<file path="src/rtl/wb_pkg.sv">
// Shared definitions for the Wishbone burst master: cycle type codes and FSM states.
package wb_pkg;

  localparam logic [2:0] CTI_CLASSIC = 3'b000;
  localparam logic [2:0] CTI_INCR    = 3'b010;
  localparam logic [2:0] CTI_EOB     = 3'b111;

  typedef enum logic [1:0] {
    IDLE = 2'd0,
    BUS  = 2'd1,
    FIN  = 2'd2
  } wbm_state_t;

endpackage

</file>
<file path="src/rtl/wb_burst_master_if.sv">
// Wishbone B3 master-side bus bundle.
// Handshake: a beat completes on a clock edge where wb_cyc_o && wb_stb_o && wb_ack_i;
// an ack while wb_stb_o is low means nothing, and stb is never withdrawn before its ack.
interface wb_burst_master_if #(
  parameter int dw     = 32,
  parameter int APP_AW = 26
);
  logic              wb_cyc_o;
  logic              wb_stb_o;
  logic              wb_we_o;
  logic [APP_AW-1:0] wb_addr_o;
  logic [dw-1:0]     wb_dat_o;
  logic [dw/8-1:0]   wb_sel_o;
  logic [2:0]        wb_cti_o;
  logic              wb_ack_i;
  logic [dw-1:0]     wb_dat_i;

  modport master (
    output wb_cyc_o, wb_stb_o, wb_we_o, wb_addr_o, wb_dat_o, wb_sel_o, wb_cti_o,
    input  wb_ack_i, wb_dat_i
  );

  modport slave (
    input  wb_cyc_o, wb_stb_o, wb_we_o, wb_addr_o, wb_dat_o, wb_sel_o, wb_cti_o,
    output wb_ack_i, wb_dat_i
  );
endinterface

</file>
<file path="src/rtl/wb_ack_watchdog.sv">
// Counts consecutive strobe cycles without an acknowledge and pulses tmo on the
// TIMEOUT-th such cycle. TIMEOUT of 0 disables the watchdog entirely.
module wb_ack_watchdog #(
  parameter int TIMEOUT = 256
) (
  input  logic clk,
  input  logic rst_n,
  input  logic arm,
  input  logic ack,
  output logic tmo
);
  if (TIMEOUT == 0) begin : g_off
    assign tmo = 1'b0;
  end else begin : g_on
    localparam int CW = (TIMEOUT > 1) ? $clog2(TIMEOUT) : 1;
    localparam logic [CW-1:0] LAST = CW'(TIMEOUT - 1);

    logic [CW-1:0] cnt_q, cnt_d;

    // Count un-acked strobe cycles; any ack or idle strobe restarts the count.
    always_comb begin
      cnt_d = cnt_q;
      if (!arm || ack)        cnt_d = '0;
      else if (cnt_q != LAST) cnt_d = cnt_q + 1'b1;
    end

    // Counter register with synchronous active-low reset.
    always_ff @(posedge clk) begin
      if (!rst_n) cnt_q <= '0;
      else        cnt_q <= cnt_d;
    end

    assign tmo = arm && !ack && (cnt_q == LAST);
  end
endmodule

</file>
<file path="src/rtl/wb_burst_master.sv">
// Wishbone B3 burst master: turns one command into a single or incrementing burst,
// streams write beats through a one-entry holding register and returns read beats
// one cycle after their ack. A stuck slave is abandoned by the ack watchdog.
module wb_burst_master
  import wb_pkg::*;
#(
  parameter int dw      = 32,
  parameter int APP_AW  = 26,
  parameter int MAX_BL  = 8,
  parameter int TIMEOUT = 256,
  localparam int BLW    = $clog2(MAX_BL + 1)
) (
  input  logic              wb_clk_i,
  input  logic              wb_rst_i,
  input  logic              cmd_valid,
  output logic              cmd_ready,
  input  logic              cmd_we,
  input  logic [APP_AW-1:0] cmd_addr,
  input  logic [BLW-1:0]    cmd_len,
  input  logic [dw/8-1:0]   cmd_sel,
  input  logic              wr_valid,
  output logic              wr_ready,
  input  logic [dw-1:0]     wr_data,
  output logic              rd_valid,
  output logic [dw-1:0]     rd_data,
  output logic              done,
  output logic              err,
  output wbm_state_t        dbg_state,
  wb_burst_master_if.master wb
);
  localparam logic [APP_AW-1:0] ADDR_STEP = APP_AW'(dw / 8);
  localparam logic [BLW-1:0]    MAX_LEN   = BLW'(MAX_BL);

  wbm_state_t        state_q, state_d;
  logic              we_q, we_d;
  logic [dw/8-1:0]   sel_q, sel_d;
  logic [APP_AW-1:0] addr_q, addr_d;
  logic [BLW-1:0]    len_q, len_d;
  logic [BLW-1:0]    acked_q, acked_d;
  logic [BLW-1:0]    loaded_q, loaded_d;
  logic              hold_valid_q, hold_valid_d;
  logic [dw-1:0]     hold_data_q, hold_data_d;
  logic              err_q, err_d;
  logic              rd_valid_q, rd_valid_d;
  logic [dw-1:0]     rd_data_q, rd_data_d;

  logic           in_bus, stb, ack_eff, last_beat, wr_take, tmo;
  logic [BLW-1:0] len_clamped;

  // Read bursts strobe continuously; write bursts strobe only while a beat is held.
  assign in_bus      = (state_q == BUS);
  assign stb         = in_bus && (!we_q || hold_valid_q);
  assign ack_eff     = stb && wb.wb_ack_i;
  assign last_beat   = (acked_q == (len_q - 1'b1));
  assign wr_ready    = in_bus && we_q && (loaded_q < len_q) && (!hold_valid_q || ack_eff);
  assign wr_take     = wr_ready && wr_valid;
  assign cmd_ready   = (state_q == IDLE) && wb_rst_i;
  assign len_clamped = (cmd_len > MAX_LEN) ? MAX_LEN : cmd_len;

  wb_ack_watchdog #(.TIMEOUT(TIMEOUT)) u_wdog (
    .clk   (wb_clk_i),
    .rst_n (wb_rst_i),
    .arm   (stb),
    .ack   (wb.wb_ack_i),
    .tmo   (tmo)
  );

  // Next-state and datapath updates for command capture, beat streaming and completion.
  always_comb begin
    state_d      = state_q;
    we_d         = we_q;
    sel_d        = sel_q;
    addr_d       = addr_q;
    len_d        = len_q;
    acked_d      = acked_q;
    loaded_d     = loaded_q;
    hold_valid_d = hold_valid_q;
    hold_data_d  = hold_data_q;
    err_d        = err_q;
    rd_valid_d   = ack_eff && !we_q;
    rd_data_d    = (ack_eff && !we_q) ? wb.wb_dat_i : rd_data_q;
    case (state_q)
      IDLE: begin
        if (cmd_valid && cmd_ready) begin
          we_d         = cmd_we;
          sel_d        = cmd_sel;
          addr_d       = cmd_addr;
          len_d        = len_clamped;
          acked_d      = '0;
          loaded_d     = '0;
          hold_valid_d = 1'b0;
          err_d        = 1'b0;
          state_d      = (len_clamped == '0) ? FIN : BUS;
        end
      end
      BUS: begin
        if (wr_take) begin
          hold_data_d  = wr_data;
          hold_valid_d = 1'b1;
          loaded_d     = loaded_q + 1'b1;
        end else if (ack_eff) begin
          hold_valid_d = 1'b0;
        end
        if (ack_eff) begin
          addr_d  = addr_q + ADDR_STEP;
          acked_d = acked_q + 1'b1;
          if (last_beat) state_d = FIN;
        end else if (tmo) begin
          err_d   = 1'b1;
          state_d = FIN;
        end
      end
      FIN:     state_d = IDLE;
      default: state_d = IDLE;
    endcase
  end

  // State and datapath registers; reset abandons any burst in flight.
  always_ff @(posedge wb_clk_i) begin
    if (!wb_rst_i) begin
      state_q      <= IDLE;
      we_q         <= 1'b0;
      sel_q        <= '0;
      addr_q       <= '0;
      len_q        <= '0;
      acked_q      <= '0;
      loaded_q     <= '0;
      hold_valid_q <= 1'b0;
      hold_data_q  <= '0;
      err_q        <= 1'b0;
      rd_valid_q   <= 1'b0;
      rd_data_q    <= '0;
    end else begin
      state_q      <= state_d;
      we_q         <= we_d;
      sel_q        <= sel_d;
      addr_q       <= addr_d;
      len_q        <= len_d;
      acked_q      <= acked_d;
      loaded_q     <= loaded_d;
      hold_valid_q <= hold_valid_d;
      hold_data_q  <= hold_data_d;
      err_q        <= err_d;
      rd_valid_q   <= rd_valid_d;
      rd_data_q    <= rd_data_d;
    end
  end

  assign wb.wb_cyc_o  = in_bus;
  assign wb.wb_stb_o  = stb;
  assign wb.wb_we_o   = in_bus && we_q;
  assign wb.wb_sel_o  = in_bus ? sel_q : '0;
  assign wb.wb_addr_o = in_bus ? addr_q : '0;
  assign wb.wb_dat_o  = (in_bus && we_q) ? hold_data_q : '0;
  assign wb.wb_cti_o  = (!in_bus || len_q == BLW'(1)) ? CTI_CLASSIC :
                        (last_beat ? CTI_EOB : CTI_INCR);
  assign rd_valid     = rd_valid_q;
  assign rd_data      = rd_data_q;
  assign done         = (state_q == FIN);
  assign err          = (state_q == FIN) && err_q;
  assign dbg_state    = state_q;
endmodule
</file>
<file path="src/flat_wrapper.sv">
// flat-port wrapper written by rule: the top's interface ports become plain ports
module wb_burst_master_flat import wb_pkg::*;
#(
  parameter int dw      = 32,
  parameter int APP_AW  = 26,
  parameter int MAX_BL  = 8,
  parameter int TIMEOUT = 256,
  localparam int BLW    = $clog2(MAX_BL + 1)
)
  (wb_clk_i, wb_rst_i, cmd_valid, cmd_ready, cmd_we, cmd_addr, cmd_len, cmd_sel, wr_valid, wr_ready, wr_data, rd_valid, rd_data, done, err, dbg_state, wb_wb_cyc_o, wb_wb_stb_o, wb_wb_we_o, wb_wb_addr_o, wb_wb_dat_o, wb_wb_sel_o, wb_wb_cti_o, wb_wb_ack_i, wb_wb_dat_i);
  wb_burst_master_if #(.dw(dw), .APP_AW(APP_AW)) wb_i ();
  input  logic wb_clk_i;
  input  logic wb_rst_i;
  input  logic cmd_valid;
  output logic cmd_ready;
  input  logic cmd_we;
  input  logic [APP_AW-1:0] cmd_addr;
  input  logic [BLW-1:0] cmd_len;
  input  logic [dw/8-1:0] cmd_sel;
  input  logic wr_valid;
  output logic wr_ready;
  input  logic [dw-1:0] wr_data;
  output logic rd_valid;
  output logic [dw-1:0] rd_data;
  output logic done;
  output logic err;
  output wbm_state_t dbg_state;
  output wire logic [$bits(wb_i.wb_cyc_o)-1:0] wb_wb_cyc_o;
  output wire logic [$bits(wb_i.wb_stb_o)-1:0] wb_wb_stb_o;
  output wire logic [$bits(wb_i.wb_we_o)-1:0] wb_wb_we_o;
  output wire logic [$bits(wb_i.wb_addr_o)-1:0] wb_wb_addr_o;
  output wire logic [$bits(wb_i.wb_dat_o)-1:0] wb_wb_dat_o;
  output wire logic [$bits(wb_i.wb_sel_o)-1:0] wb_wb_sel_o;
  output wire logic [$bits(wb_i.wb_cti_o)-1:0] wb_wb_cti_o;
  input wire logic [$bits(wb_i.wb_ack_i)-1:0] wb_wb_ack_i;
  input wire logic [$bits(wb_i.wb_dat_i)-1:0] wb_wb_dat_i;
  assign wb_wb_cyc_o = wb_i.wb_cyc_o;
  assign wb_wb_stb_o = wb_i.wb_stb_o;
  assign wb_wb_we_o = wb_i.wb_we_o;
  assign wb_wb_addr_o = wb_i.wb_addr_o;
  assign wb_wb_dat_o = wb_i.wb_dat_o;
  assign wb_wb_sel_o = wb_i.wb_sel_o;
  assign wb_wb_cti_o = wb_i.wb_cti_o;
  assign wb_i.wb_ack_i = wb_wb_ack_i;
  assign wb_i.wb_dat_i = wb_wb_dat_i;
  wb_burst_master #(.dw(dw), .APP_AW(APP_AW), .MAX_BL(MAX_BL), .TIMEOUT(TIMEOUT)) u_core (.wb_clk_i(wb_clk_i), .wb_rst_i(wb_rst_i), .cmd_valid(cmd_valid), .cmd_ready(cmd_ready), .cmd_we(cmd_we), .cmd_addr(cmd_addr), .cmd_len(cmd_len), .cmd_sel(cmd_sel), .wr_valid(wr_valid), .wr_ready(wr_ready), .wr_data(wr_data), .rd_valid(rd_valid), .rd_data(rd_data), .done(done), .err(err), .dbg_state(dbg_state), .wb(wb_i));
endmodule
</file>
<file path="config.mk">
export PLATFORM = sky130hd
export DESIGN_NAME = wb_burst_master_flat
export DESIGN_NICKNAME = d
export VERILOG_FILES = /design/src/rtl/wb_pkg.sv /design/src/rtl/wb_burst_master_if.sv /design/src/rtl/wb_ack_watchdog.sv /design/src/rtl/wb_burst_master.sv /design/src/flat_wrapper.sv
export SDC_FILE = /design/constraint.sdc
export NUM_CORES = 1
export LEC_CHECK = 0
export BUFFER_PORTS_ARGS = -buffer_cell sky130_fd_sc_hd__buf_2
export CAP_MARGIN = 25
export CORE_UTILIZATION = 50
export DETAILED_ROUTE_END_ITERATION = 8
export PLACE_DENSITY = 0.81
export SLEW_MARGIN = 20
export SYNTH_ARGS = -nofsm -noshare
export SYNTH_HDL_FRONTEND = slang
export SYNTH_SLANG_ARGS = --single-unit
</file>
<file path="constraint.sdc">
create_clock -name wb_clk_i -period 2.8 [get_ports wb_clk_i]
set_clock_uncertainty 0.1 [all_clocks]
set_input_delay 0.7 -clock wb_clk_i [delete_from_list [all_inputs] [get_ports wb_clk_i]]
set_output_delay 0.7 -clock wb_clk_i [all_outputs]
set_load 0.01 [all_outputs]
</file>
==> results.yml <==
power_and_ir_drop:
  powerDensity_nw_per_um2: 696.8
  p_total_mw: 5.291
  p_leak_nw: 3.618
  peakVddDrop_mv: 0.4792
critical_path:
  rr_startpoint: "u_core.dbg_state[1]$_SDFFE_PN0P_"
  critical_path.startpoint: "u_core.len_q[0]$_SDFFE_PN0P_"
  crit_arrival_ns: 1.92
  path_max_fanout: 5
  worstPathRequired_ns: 2.00
  reg2reg_setup_slack_ns: 0.56
  worst_setup_path_end_kind: "output pin"
  crit_type: "register to output pin"
  critPathLaunchType: "register"
layout:
  multiInputGateArea_sq_um: 3092
  layout.cells.most_common: "buf_2"
  regArea_sq_um: 2407
  utilization_pct: 69.14
  drive_gt1_share_pct: 30.15
  final_cell_mix: "buf_2, nand2_1, dfxtp_1, nand3_1, a21oi_1"
  fin_area_sq_um: 7594
  num_antenna_cells: 0
  instances_no_fill: 1102
  nFillCells: 936
  area_growth_pct: 32.51
  num-nets-final: 1062
sta:
  drv_slew: 0
  finalHoldViolCount: 0
  fin_crit_sh_pct: 97.08
  fmaxAchievable_mhz: 367.9
  fin_tns_setup_ns: 0
  whs_ns: 0.3414
  finalWorstSetupSlack_ns: 0.08166
  slew_headroom_pct: 54.81
  period_minus_slack_ns: 2.718
  setup_violations: 0
  tightest_slew_ns: 0.6779
hold_path:
  min-delay-start: "u_core.hold_data_q[2]$_SDFFE_PN0P_"
  hold_class: "register to register"
cts:
  htreeDepth: 4
  cts_sinks: 120
  path_clk_slew_ns: 0.06
  cts_root_buf: "clkbuf_16"
  cts_buffer_depth: 2
  cts_inserted_buffers: 17
  worst_skew_pair.late_latency_ns: 0.40
  cts_tree: "done"
place:
  portBuffers: 210
  place_inst: 1065
  post-place-ws_ns: 0.2985
  gp_congestion: 0.8719
  placed_area_sq_um: 6909
  dp_hpwl_mm: 10.69
yosys:
  ys_ff_latch: 120
  ys_types: 55
  synth-edff-count: 0
  yosysSeqAreaShare_pct: 41.92
  synth_fp_nets: 862
  synth_warnings: 0
  synthCells: 749
  synth-main-ff-cell: "dfxtp_1"
  synth_area_per_cell_sq_um: 7.651
  syn_area_sq_um: 5730
  async_flop_share_pct: 0
die:
  ioPinCount: 211
  floorplan.initialDensity_pct: 52.18
  num_rows: 38
  die_w_um: 109.1
  core-area_sq_um: 10980
  fp.dieArea_sq_um: 11890
  die_h_um: 109.1
global_routing:
  grt_util_all_layers_pct: 26.34
  gr-total-overflow: 0
  antenna_found_initial: 0
  first_global_vias: 5435
  grt_max_degree: 66
  grt_pass1_wl_mm: 24.89
detailed_routing:
  vias_per_cell: 5.418
  drc: 0
  drtPass1Iterations: 5
  wl_per_cell_um: 14.27
  num_vias: 5971
  drt-initial-drc-count: 431
  wirelength_mm: 15.73
  ant_nets: 0
job:
  maxCapViolations: 0
status:
  status: "finished, final reports clean"
-- what timing repair did --
| action | 4_1_cts | 5_1_grt |
|---|---|---|
| pin swaps | 0 | 2 |
| cloned | 0 | 0 |
| setup buffers | 0 | 5 |
| setup endpoints to repair | 2 | 64 |
| hold endpoints to repair | 0 | 0 |
| resized for setup | 2 | 9 |
| hold buffers | 0 | 0 |
-- synth_stat cells, drive strengths merged (3+ instances only) --
cell type  instances  area (sq um)
o21ai             20         100.1
o31ai              5         37.54
mux2i              6         60.06
and2              34         212.7
o211ai             4         43.79
nand2            151         566.8
nand2b             3         26.27
a31oi             12         81.33
clkbuf            41         153.9
and3              39         244.0
o31a               3         26.28
ha                 9         112.6
buf               14         78.82
a21oi             64         320.3
nand3b             5         37.54
nor3              16         80.08
dfxtp            120          2402
nand4              9         56.30
xor2               4         35.03
o22ai              5         31.28
nor4               8         50.05
xnor2              6         52.55
nand3             91         455.4
a22oi              3         22.52
nor2              39         146.4
a211oi             3         22.52
inv               10         37.54
-- metal layers --
metal	track usage [%]	routed length (um)
met3	7.770	1204
met4	11.68	334
met2	42.27	7511
met5	0	0
met1	32.53	6675
-- layout make-up --
cell class                      instances  share of cell area (%)
Inverter                               10                  0.4943
Multi-Input combinational cell        564                   40.72
Sequential cell                       120                   31.70
Clock inverter                         13                   1.911
Clock buffer                           19                   5.965
Timing Repair Buffer                  236                   16.91
Tap cell                              140                   2.307
-- worst paths after layout --
check        depth (start not counted)                                 end
max                                  7                      wb_wb_cti_o[0]
max reg2reg                          8      u_core.addr_q[15]$_SDFFE_PN0P_
min reg2reg                          2  u_core.hold_data_q[2]$_SDFFE_PN0P_
min                                  2  u_core.hold_data_q[2]$_SDFFE_PN0P_
-- power breakdown --
| group | internal [mW] | leakage (nW) | switching (mW) | total (mW) |
|---|---|---|---|---|
| clock network | 1.37 | 0.286 | 0.825 | 2.19 |
| logic | 0.449 | 2.36 | 0.690 | 1.14 |
| registers | 1.84 | 0.974 | 0.122 | 1.96 |
-- cells by family after synthesis --
group | count (synthesis) | synth area share (%)
flops | 120 | 41.92
fa+ha+maj | 9 | 1.965
xor+xnor | 10 | 1.528
simple gates | 406 | 34.34
mux | 6 | 1.048
compound gates | 133 | 14.48
buf+inv | 65 | 4.716
-- worst max-delay path: stages (launching register included) --
cell and delay [ns]:
dfxtp_4 0.37, inv_2 0.04, ha_2 0.18, xnor2_2 0.13
xnor2_1 0.14, nor4_2 0.32, and2_4 0.23, buf_6 0.10
-- sequential cells by signal, summed over array words and instances (netlist names) --
register / cells
u_core.acked_q: 4
u_core.addr_q: 26
u_core.dbg_state: 2
u_core.err_q: 1
u_core.hold_data_q: 32
u_core.hold_valid_q: 1
u_core.len_q: 4
u_core.loaded_q: 4
u_core.rd_data: 32
u_core.rd_valid: 1
u_core.sel_q: 4
u_core.u_wdog.g_on.cnt_q: 8
u_core.we_q: 1
(Power assumes the default switching activity.)
